### config.mk
export PLATFORM = sky130hd
export DESIGN_NAME = l2_arbiter
export DESIGN_NICKNAME = d
export VERILOG_FILES = /design/src/rtl/l2_arbiter.sv
export SDC_FILE = /design/constraint.sdc
export NUM_CORES = 1
export LEC_CHECK = 0
export ABC_AREA = 1
export CAP_MARGIN = 10
export CORE_AREA = 2 2 336 338
export CTS_CLUSTER_DIAMETER = 120
export CTS_CLUSTER_SIZE = 10
export DETAILED_ROUTE_END_ITERATION = 7
export DIE_AREA = 0 0 338 340
export PLACE_DENSITY = 0.3
export SLEW_MARGIN = 10
export SYNTH_ARGS = -nofsm -noshare
export SYNTH_HDL_FRONTEND = slang
export SYNTH_SLANG_ARGS = --single-unit
### constraint.sdc
create_clock -name clk -period 2.1 [get_ports clk]
set_input_delay 0.42 -clock clk [delete_from_list [all_inputs] [get_ports clk]]
set_output_delay 0.42 -clock clk [all_outputs]
set_load 0.05 [all_outputs]
### src/rtl/l2_arbiter.sv
// Round-robin arbiter that merges the split L1 I/D cache line ports onto one L2 port.
// One line transaction at a time; per-client saturating grant counters for monitoring.
module l2_arbiter #(
  parameter int ADDR_WIDTH = 16,
  parameter int LINE_WIDTH = 128,
  parameter int CNT_WIDTH  = 16
) (
  input  logic                  clk,
  input  logic                  reset,
  input  logic [ADDR_WIDTH-1:0] i_pmem_address,
  input  logic                  i_pmem_read,
  input  logic                  i_pmem_write,
  input  logic [LINE_WIDTH-1:0] i_pmem_wdata,
  output logic [LINE_WIDTH-1:0] i_pmem_rdata,
  output logic                  i_pmem_resp,
  input  logic [ADDR_WIDTH-1:0] d_pmem_address,
  input  logic                  d_pmem_read,
  input  logic                  d_pmem_write,
  input  logic [LINE_WIDTH-1:0] d_pmem_wdata,
  output logic [LINE_WIDTH-1:0] d_pmem_rdata,
  output logic                  d_pmem_resp,
  output logic [ADDR_WIDTH-1:0] l2_mem_address,
  output logic [LINE_WIDTH-1:0] l2_mem_wdata,
  output logic                  l2_mem_read,
  output logic                  l2_mem_write,
  input  logic [LINE_WIDTH-1:0] l2_mem_rdata,
  input  logic                  l2_mem_resp,
  output logic [CNT_WIDTH-1:0]  i_grant_count,
  output logic [CNT_WIDTH-1:0]  d_grant_count,
  output logic                  busy
);

  typedef enum logic [1:0] {IDLE, SERVE_I, SERVE_D} state_t;

  localparam logic [CNT_WIDTH-1:0] CNT_ONE = CNT_WIDTH'(1);

  state_t               r_state;
  state_t               w_next;
  logic                 r_last_d;   // 1 when D was the last client granted
  logic [CNT_WIDTH-1:0] r_i_cnt;
  logic [CNT_WIDTH-1:0] r_d_cnt;

  logic w_i_req;
  logic w_d_req;
  logic w_grant_i;
  logic w_grant_d;

  assign w_i_req   = i_pmem_read | i_pmem_write;
  assign w_d_req   = d_pmem_read | d_pmem_write;
  // A grant is any transition into a SERVE state, including SERVE_x -> SERVE_y hand-offs.
  assign w_grant_i = (w_next == SERVE_I) && (r_state != SERVE_I);
  assign w_grant_d = (w_next == SERVE_D) && (r_state != SERVE_D);

  // NOTE: sequential state uses non-blocking assignments so every flop samples pre-edge values.
  always_ff @(posedge clk or posedge reset) begin
    if (reset) r_state <= IDLE;
    else       r_state <= w_next;
  end

  always_comb begin
    // NOTE: default first so no path through the case leaves w_next unassigned (no latch).
    w_next = r_state;
    case (r_state)
      IDLE: begin
        if (w_i_req && w_d_req) w_next = r_last_d ? SERVE_I : SERVE_D;
        else if (w_i_req)       w_next = SERVE_I;
        else if (w_d_req)       w_next = SERVE_D;
      end
      SERVE_I: if (l2_mem_resp) w_next = w_d_req ? SERVE_D : IDLE;
      SERVE_D: if (l2_mem_resp) w_next = w_i_req ? SERVE_I : IDLE;
      default: w_next = IDLE;
    endcase
  end

  always_ff @(posedge clk or posedge reset) begin
    if (reset) begin
      r_last_d <= 1'b1;
      r_i_cnt  <= '0;
      r_d_cnt  <= '0;
    end else begin
      if (w_grant_i) begin
        r_last_d <= 1'b0;
        if (r_i_cnt != '1) r_i_cnt <= r_i_cnt + CNT_ONE;
      end
      if (w_grant_d) begin
        r_last_d <= 1'b1;
        if (r_d_cnt != '1) r_d_cnt <= r_d_cnt + CNT_ONE;
      end
    end
  end

  always_comb begin
    l2_mem_address = '0;
    l2_mem_wdata   = '0;
    l2_mem_read    = 1'b0;
    l2_mem_write   = 1'b0;
    i_pmem_rdata   = '0;
    i_pmem_resp    = 1'b0;
    d_pmem_rdata   = '0;
    d_pmem_resp    = 1'b0;
    case (r_state)
      SERVE_I: begin
        l2_mem_address = i_pmem_address;
        l2_mem_wdata   = i_pmem_wdata;
        l2_mem_write   = i_pmem_write;
        l2_mem_read    = i_pmem_read & ~i_pmem_write;  // write wins when both are high
        i_pmem_resp    = l2_mem_resp;
        if (l2_mem_resp) i_pmem_rdata = l2_mem_rdata;
      end
      SERVE_D: begin
        l2_mem_address = d_pmem_address;
        l2_mem_wdata   = d_pmem_wdata;
        l2_mem_write   = d_pmem_write;
        l2_mem_read    = d_pmem_read & ~d_pmem_write;
        d_pmem_resp    = l2_mem_resp;
        if (l2_mem_resp) d_pmem_rdata = l2_mem_rdata;
      end
      default: ;
    endcase
  end

  assign busy          = (r_state != IDLE);
  assign i_grant_count = r_i_cnt;
  assign d_grant_count = r_d_cnt;

endmodule

==> results.md <==
* Final TNS setup at -87.90 ns
* Ys flop type: dfrtp_1
* CTS tree: yes
* Via count at 12.0k
* Cells after synthesis at 1245
* Fmax at 0.418 GHz
* Filler cells at 11.9k
* Slew Viols, Final at 0
* DRC Markers at 0
* WP data required at 1.68 ns
* Startpoint Class: flip-flop
* Pin count of the biggest net entering global routing at 36
* Final period util at 114%
* Clock buffer depth at 2
* GR Overflow Total at 0
* Pre-CTS setup slack at -0.343 ns
* R2R Path End: i_grant_count[15]
* Iteration-0 DRC Markers at 331
* Synth area leader: nand2_1
* Clock slew at reported path FFs at 0.06 ns
* Max-Cap Viols at 0
* Non-filler cells, final at 3766
* Placed cells at 3673
* Crit Path Class: flip-flop to output pin
* Layout cell share with drive strength beyond 1 at 54.6%
* Mapped cell area at 5960 um2
* Clock buffer count from CTS at 5
* Metal3 WL at 4.88 mm
* Std-Cell Rows at 123
* Most frequent CP cell: buf_12
* DR WL/cell at 20.8 um
* Synth top cells by count: nand2_1 (416), nor2_1 (280), inv_1 (170), a21oi_1 (149), clkbuf_1 (71)
* Worst Slack Setup Final at -0.290 ns
* Max transition margin at 59.6%
* FF+latch count, synth at 35
* Input/output buffers at 859
* Max FO, Critical Path at 9
* Power Total at 32.9 mW
* Max stage delay cell, worst path: dfrtp_1
* Outcome: finished, violations left
* H-Tree Depth at 2
* Failing checks: negative setup slack
* Area of the multi-input gates at 8320 um2
* Pre-antenna DRT Iters at 4
* Power per cell area at 1190 nW/um2
* Crit path capture type: output pin
* Setup violators final at 437
* R2R depth at 13
* Sequential share of the synthesized area at 14.7%
* Skew-Pair Late Insertion Delay at 0.29 ns
* Hold WS at 0.489 ns
* Top layer in use: met5
* Asr flop ratio synth at 100%
* Static leakage at 10.5 nW
* Antenna viol nets, final at 0
* Peak supply drop at 0.000502 V
* WP data arrival at 1.97 ns
* R2r setup slk at -0.23 ns
* Reg area at 877 um2
* Unrepaired setup endpoints after global routing: true
* RR Startpoint: r_state[0]
* Initial antenna violation count at 10
* Hold Crit Class: input pin to async pin
* Chip Height at 340 um
* Syn nets at 1674
* Synthesis-to-finish area growth at 366%
* Count leader, synth: nand2_1
* Yosys top cell area share at 26.2%
* Slew @ Worst Pin at 0.602 ns
* Boundary pin count at 860
* Critical Path, Cell by Cell: inv_2 > ha_4 > inv_16 > buf_12 > buf_16 > buf_12 > a21oi_4 > buf_12
* Ys Warns at 0
* WL met2 at 41.8 mm
* Final Skew at 0.00382 ns
* Max incr delay on CP at 0.40 ns
* First-pass GRT wire length at 101 mm
* Minimum clock period at 2.39 ns
* Sink Count at 35
* DR vias/cell at 3.19
* Final net count at 2693
* GP Congestion at 0.869
* Core area at 112000 um2
* Hold Fails Final Rpt at 0
* Starting Density at 5.34%
* Synth Area per Inst at 4.78 um2
* Die ar. at 115000 um2
* Total Routing Usage GR at 12.3%
* M1 WL at 31.1 mm
* Largest cells by area after synthesis: nand2_1 (26%), nor2_1 (18%), dfrtp_1 (14%), a21oi_1 (13%), inv_1 (11%)
* Clk root buf: clkbuf_16
* Die outline width at 338 um
* Synth unique cells at 26
* DRT Wirelength at 78.2 mm
* Number of synthesized flops with an enable pin at 0
* Number of global-route vias before repair at 12.5k
* Detail Placement HPWL at 64.1 mm
-- power by group --
group	total, mW	internal (mW)	switching (mW)
clock network	0.809	0.506	0.304
logic	31.2	13.8	17.3
registers	0.926	0.784	0.142
-- critical path, delay by kind of cell, from the launching register on --
family	cells	cell delay [ns]
compound gates	1	0.18
fa+ha+maj	1	0.33
buf+inv	6	0.74
flops	1	0.40
-- flip-flops by register name (all words and copies together), names as in the netlist --
register / count
r_state: 2
d_grant_count: 16
r_last_d: 1
i_grant_count: 16
-- stage by stage --
stage | util, % | instance area (um2)
final | 24.9 | 27800
after global routing | 24.9 | 27800
after CTS | 22.7 | 25300
after detailed placement | 21.4 | 23900
after global placement | 21.4 | 23900
after floorplan | - | 8810
-- worst max path at each step --
stage | start | endpoint | slack [ns] | depth (start not counted)
2_1_floorplan | r_state[0] | l2_mem_wdata[49] | -0.41 | 6
3_3_place_gp | l2_mem_resp | i_pmem_rdata[80] | -0.35 | 8
3_5_place_dp | l2_mem_resp | i_pmem_rdata[80] | -0.34 | 8
4_1_cts | r_state[0] | i_pmem_rdata[12] | -0.31 | 9
5_1_grt | r_state[0] | l2_mem_wdata[63] | -0.36 | 7
6_report | r_state[0] | l2_mem_wdata[74] | -0.29 | 8
-- area by class of cell --
cell class | count | share of cell area (%)
tap | 1500 | 6.76
inverter | 171 | 2.40
multi-input combinational | 956 | 30.0
antenna | 1 | 0.00902
clock buffer | 8 | 0.563
timing repair buffer | 1095 | 57.1
sequential | 35 | 3.16
-- metal layers --
| layer | vias to the layer above | GRT usage (%) |
|---|---|---|
| li1 | 5845 | - |
| met1 | 5744 | 14.8 |
| met2 | 407 | 23.3 |
| met3 | 21 | 2.35 |
| met4 | 10 | 0.917 |
| met5 | - | 0 |
-- kinds of logic after synthesis --
| logic type | after synthesis | share of synthesized area (%) |
|---|---|---|
| fa+ha+maj | 6 | 1.26 |
| xor+xnor | 15 | 2.21 |
| buf+inv | 255 | 16.4 |
| simple gates | 780 | 52.5 |
| compound gates | 154 | 12.9 |
| flops | 35 | 14.7 |
-- repair_timing --
action / in CTS / in global routing
setup buffers: 27 / 24
hold buffers: 0 / 0
cloned: 11 / 30
resized for setup: 165 / 408
setup endpoints to repair: 419 / 437
pin swaps: 20 / 134
endpoints found under the hold margin: 0 / 0
-- cells in the final DEF (no fill, tap or decap), drive strengths merged, types with 10 or more instances in the layout --
cell type and count:
clkbuf 33, nor2 284, nand2 421, buf 636, xor2 10, clkdlybuf4s50 433, nand3 38, dfrtp 34
inv 171, nand4 28, a21oi 149, nor3 10
No activity file was read; power rests on OpenSTA's default activity.
